===== src/rtl/tmds_channel_decoder.sv =====
// One TMDS receive channel: finds the 10-bit word boundary by hunting for runs of
// control tokens, then decodes each aligned word as video, control and TERC4 in parallel.
module tmds_channel_decoder #(
  parameter int CTRL_RUN       = 12,
  parameter int SEARCH_TIMEOUT = 4096
) (
  input  logic       clk_pixel,
  input  logic       reset,
  input  logic [9:0] tmds_raw,
  output logic       locked,
  output logic [3:0] offset,
  output logic [7:0] video_data,
  output logic [1:0] ctrl,
  output logic       ctrl_valid,
  output logic [3:0] terc4,
  output logic       terc4_valid
);
  localparam int RW = $clog2(CTRL_RUN + 1);
  localparam int TW = (SEARCH_TIMEOUT > 1) ? $clog2(SEARCH_TIMEOUT) : 1;
  localparam logic [RW-1:0] RUN_MAX  = RW'(CTRL_RUN);
  localparam logic [RW-1:0] RUN_LAST = RW'(CTRL_RUN - 1);
  localparam logic [TW-1:0] TO_LAST  = TW'(SEARCH_TIMEOUT - 1);

  typedef enum logic {SEARCH, LOCKED} state_t;

  state_t        state_reg, state_next;
  logic [9:0]    prev_reg, a_q_reg;
  logic [3:0]    offset_reg, offset_next;
  logic [RW-1:0] run_cnt_reg, run_cnt_next;
  logic [TW-1:0] to_cnt_reg, to_cnt_next;
  logic          skip_reg, skip_next;
  logic          locked_reg;
  logic [7:0]    video_reg;
  logic [1:0]    ctrl_reg;
  logic          ctrl_valid_reg;
  logic [3:0]    terc4_reg;
  logic          terc4_valid_reg;

  logic [19:0] window;
  logic [9:0]  a;
  logic [7:0]  q, video_next;
  logic [1:0]  ctrl_next;
  logic        ctrl_hit;
  logic [3:0]  terc4_next;
  logic        terc4_hit;
  logic        qual, timeout;

  // Earlier word sits in the low half, so window bit k is the k-th bit in time order.
  assign window = {tmds_raw, prev_reg};
  assign a      = window[offset_reg +: 10];

  always_comb begin
    ctrl_next = 2'b00;
    ctrl_hit  = 1'b1;
    case (a_q_reg)
      10'b1101010100: ctrl_next = 2'b00;
      10'b0010101011: ctrl_next = 2'b01;
      10'b0101010100: ctrl_next = 2'b10;
      10'b1010101011: ctrl_next = 2'b11;
      default:        ctrl_hit  = 1'b0;
    endcase
  end

  always_comb begin
    terc4_next = 4'd0;
    terc4_hit  = 1'b1;
    case (a_q_reg)
      10'b1010011100: terc4_next = 4'd0;
      10'b1001100011: terc4_next = 4'd1;
      10'b1011100100: terc4_next = 4'd2;
      10'b1011100010: terc4_next = 4'd3;
      10'b0101110001: terc4_next = 4'd4;
      10'b0100011110: terc4_next = 4'd5;
      10'b0110001110: terc4_next = 4'd6;
      10'b0100111100: terc4_next = 4'd7;
      10'b1011001100: terc4_next = 4'd8;
      10'b0100111001: terc4_next = 4'd9;
      10'b0110011100: terc4_next = 4'd10;
      10'b1011000110: terc4_next = 4'd11;
      10'b1010001110: terc4_next = 4'd12;
      10'b1001110001: terc4_next = 4'd13;
      10'b0101100011: terc4_next = 4'd14;
      10'b1011000011: terc4_next = 4'd15;
      default:        terc4_hit  = 1'b0;
    endcase
  end

  // Video: undo the optional inversion, then undo the XOR/XNOR chain.
  assign q             = a_q_reg[9] ? ~a_q_reg[7:0] : a_q_reg[7:0];
  assign video_next[0] = q[0];
  generate
    for (genvar gi = 1; gi < 8; gi++) begin : g_video
      assign video_next[gi] = a_q_reg[8] ? (q[gi] ^ q[gi-1]) : ~(q[gi] ^ q[gi-1]);
    end
  endgenerate

  always_comb begin
    state_next   = state_reg;
    offset_next  = offset_reg;
    run_cnt_next = run_cnt_reg;
    to_cnt_next  = to_cnt_reg + 1'b1;
    skip_next    = 1'b0;
    qual         = 1'b0;
    timeout      = (to_cnt_reg == TO_LAST);
    // skip_reg marks a_q still holding a word taken at the previous offset.
    if (skip_reg || !ctrl_hit) begin
      run_cnt_next = '0;
    end else if (run_cnt_reg != RUN_MAX) begin
      run_cnt_next = run_cnt_reg + 1'b1;
      qual         = (run_cnt_reg == RUN_LAST);
    end
    if (qual) begin
      state_next  = LOCKED;
      to_cnt_next = '0;
    end else if (timeout) begin
      state_next   = SEARCH;
      offset_next  = (offset_reg == 4'd9) ? 4'd0 : offset_reg + 4'd1;
      run_cnt_next = '0;
      to_cnt_next  = '0;
      skip_next    = 1'b1;
    end
  end

  always_ff @(posedge clk_pixel) begin
    if (reset) begin
      state_reg       <= SEARCH;
      prev_reg        <= '0;
      a_q_reg         <= '0;
      offset_reg      <= '0;
      run_cnt_reg     <= '0;
      to_cnt_reg      <= '0;
      skip_reg        <= 1'b0;
      locked_reg      <= 1'b0;
      video_reg       <= '0;
      ctrl_reg        <= '0;
      ctrl_valid_reg  <= 1'b0;
      terc4_reg       <= '0;
      terc4_valid_reg <= 1'b0;
    end else begin
      state_reg       <= state_next;
      prev_reg        <= tmds_raw;
      a_q_reg         <= a;
      offset_reg      <= offset_next;
      run_cnt_reg     <= run_cnt_next;
      to_cnt_reg      <= to_cnt_next;
      skip_reg        <= skip_next;
      locked_reg      <= (state_reg == LOCKED);
      video_reg       <= video_next;
      ctrl_reg        <= ctrl_next;
      ctrl_valid_reg  <= ctrl_hit;
      terc4_reg       <= terc4_next;
      terc4_valid_reg <= terc4_hit;
    end
  end

  assign locked      = locked_reg;
  assign offset      = offset_reg;
  assign video_data  = video_reg;
  assign ctrl        = ctrl_reg;
  assign ctrl_valid  = ctrl_valid_reg;
  assign terc4       = terc4_reg;
  assign terc4_valid = terc4_valid_reg;
endmodule

===== config.mk =====
export PLATFORM = sky130hd
export DESIGN_NAME = tmds_channel_decoder
export DESIGN_NICKNAME = d
export VERILOG_FILES = /design/src/rtl/tmds_channel_decoder.sv
export SDC_FILE = /design/constraint.sdc
export NUM_CORES = 1
export LEC_CHECK = 0
export CAP_MARGIN = 25
export CORE_ASPECT_RATIO = 0.75
export CORE_MARGIN = 3
export CORE_UTILIZATION = 60
export CTS_CLUSTER_DIAMETER = 80
export DETAILED_ROUTE_END_ITERATION = 10
export PLACE_DENSITY = 0.83
export SLEW_MARGIN = 40
export SYNTH_ARGS = -nofsm -noshare
export SYNTH_HDL_FRONTEND = slang
export SYNTH_SLANG_ARGS = --single-unit

===== constraint.sdc =====
create_clock -name clk_pixel -period 2.9 [get_ports clk_pixel]
set_clock_uncertainty 0.1 [all_clocks]
set_input_delay 0.435 -clock clk_pixel [delete_from_list [all_inputs] [get_ports clk_pixel]]
set_output_delay 0.435 -clock clk_pixel [all_outputs]
set_load 0.03 [all_outputs]

==> summary.md <==
| Metric | Value |
|---|---|
| Site Rows | `22` |
| Setup TNS | `0 ns` |
| HP Class | `reg -> reg` |
| Reg clk slew, reported paths | `roughly 0.060 ns` |
| Cells along the critical path | `clkdlybuf4s50_1` |
| Largest cells by area after synthesis | `dfxtp_1 35%, mux4_1 7.1%, nor2_1 5.3%` |
| HP Start | `to_cnt_reg[0]` |
| Max Buffers Root-to-Sink | `2` |
| XOR/XNOR Fraction of Synth Area | `0.0605` |
| GR Overflow Total | `0` |
| 1st-iter DRT viols | `142` |
| Clock sink count | `just under 60` |
| Max Slew Vio Count | `0` |
| PD cells | `between 400 and 500 nW/µm²` |
| Crit path max fanout | `18` |
| Port Buffers | `32` |
| Clock Latency Late Sink | `between 0.3 and 0.4 ns` |
| Drt pass-1 iters | `4` |
| Global-route wire length before repair | `around 12 mm` |
| Synth Net Count | `373` |
| Crit path max-delay cell type | `dfxtp_1` |
| Period utilisation layout | `0.859` |
| Largest family of logic cells by synthesized area | `simple AND/OR/NAND/NOR gates` |
| EDFF count, synth | `0` |
| Area delta synth->final | `15.2%` |
| Largest net degree at the start of global routing | `27` |
| Via count | `2657` |
| Initial antenna violation count | `0` |
| H-tree levels | `3` |
| Top cell type's share of synthesized area | `0.355` |
| Synth Area in Compound Gates | `0.117` |
| Power Total | `1.71 mW` |
| LEAKAGE | `around 1.4 nW` |
| Worst EP arrival | `roughly 2.0 ns` |
| Outcome | `complete, no violations` |
| CP Buf/Inv Count | `1` |
| Number of synthesized register bits | `59` |
| Hold Path End | `to_cnt_reg[0]` |
| I/O pins | `33` |
| Area of the die | `about 6500 µm²` |
| Largest register FFs | `12` |
| Fillers | `a little under 400` |
| Mapped cell area | `3330 µm²` |
| Synth Area in Adders | `0.0414` |
| Layout cells sized above 1 | `0.104` |
| Die width | `between 90 and 100 µm` |
| Peak VDD IR | `roughly 0.33 mV` |
| Setup crit start kind | `register` |
| Vias in the first global route | `between 2000 and 3000` |
| Yosys warnings | `0` |
| Required time of the critical path | `between 2 and 2.5 ns` |
| Register area share after synthesis | `0.355` |
| Syn Inst Count | `350` |
| Total GRT Usage | `0.235` |
| Hold Crit Depth | `1` |
| GPL Wtd Cong | `roughly 0.94` |
| R2r worst-path depth | `3` |
| Critical R2R Launch | `offset[0]` |
| Least-Margin Pin Slew | `0.773 ns` |
| # Post-CTS Setup Buffers | `0` |
| Nets | `402` |
| FF-to-FF End | `a_q_reg[5]` |
| CTS Hold Bufs | `0` |
| Antenna Nets Post-Route | `0` |
| Count leader, synth | `dfxtp_1` |
| Max-Slew Margin vs Limit | `0.484` |
| Crit. End Element | `output pin` |
| Distinct cells, synth | `54` |
| CTS root buffer | `clkbuf_8` |
| Most frequent cells after synthesis | `59 x dfxtp_1, 47 x nor2_1, 22 x a21oi_1, 17 x nand2_1, 17 x xnor2_1` |
| Vias/cell | `around 5.8` |
| Final number of hold-violating endpoints | `0` |
| CTS buffer count | `9` |
| Syn_area_per_cell | `between 9 and 10 µm²` |
| Total wire length | `around 7 mm` |
| Delay-heaviest family, CP | `flip-flops` |
| Detail Placement HPWL | `approximately 5 mm` |
| R2r setup slk | `roughly 0.55 ns` |
| Core area | `around 5000 µm²` |
| Starting Density | `0.650` |
| FFs w/ async S/R, synth | `0` |
| Min Tclk post-route | `about 2.5 ns` |
| Max-cap violations | `0` |
| Peak Freq | `between 400 and 500 MHz` |
| Routed len/inst | `approximately 15 µm` |
| WS Path Type | `reg -> out` |
| Main flop type after synthesis | `dfxtp_1` |
| DIE HEIGHT | `70.5 µm` |
| CP max stage delay | `around 0.82 ns` |
| Post-Synth Simple-Gate Area | `0.215` |
| DRC | `0` |
| Yosys top cell by area | `dfxtp_1` |
| Resize count post-CTS | `0` |
| CTS tree | `built` |
| N_diodes | `0` |
| Multiplexer share of the synthesized area | `0.156` |
| Unrepaired setup endpoints after global routing | `false` |
| Setup violations, final | `0` |
-- cells by family after synthesis --
| family | count (synthesis) |
|---|---|
| AO/OA/AOI/OAI | 59 |
| XOR/XNOR | 23 |
| AND/OR/NAND/NOR | 134 |
| multiplexers | 30 |
| adder cells (fa/ha/maj) | 11 |
| buffers and inverters | 34 |
| flip-flops | 59 |
-- final cells by class --
class | count | area (µm²) | area share
Timing Repair Buffer | 39 | 373 | 0.0973
Inverter | 13 | 48.8 | 0.0127
Tap cell | 72 | 90.1 | 0.0235
Sequential cell | 59 | 1180 | 0.308
Clock inverter | 2 | 10.0 | 0.00261
Clock buffer | 13 | 169 | 0.0441
Multi-Input combinational cell | 257 | 1960 | 0.512
-- power breakdown --
group          internal (mW)  leakage [nW]  switching (mW)
Combinational         0.0855         0.828          0.0908
Clock                  0.373        0.0953           0.298
Sequential             0.838         0.483          0.0264
Total                   1.30          1.41           0.416
-- metal layers --
layer  GRT usage  part of all wire
met5           0                 0
met4      0.0840             0.014
met3      0.0667             0.065
met2       0.401              0.48
met1       0.285              0.44
-- cell usage in the layout (no fill, tap or decap), types with 4 or more instances in the layout --
cell             count
dfxtp_1             59
nor2_1              47
clkdlybuf4s50_1     32
a21oi_1             22
xnor2_1             17
nand2_1             17
nor2b_1             16
nand3_1             16
inv_1               12
clkbuf_8            12
ha_1                11
mux4_1               9
mux2_2               8
mux2i_1              8
a211oi_1             8
and2_1               7
o21ai_0              7
buf_4                7
xor2_1               6
a31oi_1              6
and3_1               5
mux4_2               5
nand4_1              4
nor3_1               4
-- through the flow --
step | hold WS, ns | setup slack, ns | area, µm² | cells | util
after floorplan | 0.326 | 0.827 | 3330 | 350 | -
after global placement | 0.340 | 0.626 | 3650 | 440 | 0.714
after detailed placement | 0.366 | 0.563 | 3650 | 440 | 0.714
after CTS | 0.379 | 0.404 | 3830 | 455 | 0.749
after global routing | 0.404 | 0.330 | 3830 | 455 | 0.749
final | 0.374 | 0.408 | 3830 | 455 | 0.749
-- worst max path at each step --
stage,startpoint,to,slack [ns],cells past startpoint
after detailed placement,tmds_raw[4],a_q_reg[5],0.56,4
after global routing,offset[0],offset[0],0.33,1
final,offset[0],offset[0],0.41,1
after floorplan,offset[0],a_q_reg[5],0.83,4
after global placement,tmds_raw[0],a_q_reg[5],0.63,4
after CTS,offset[0],offset[0],0.40,1
Note: power is estimated with default switching activity, not from simulation.
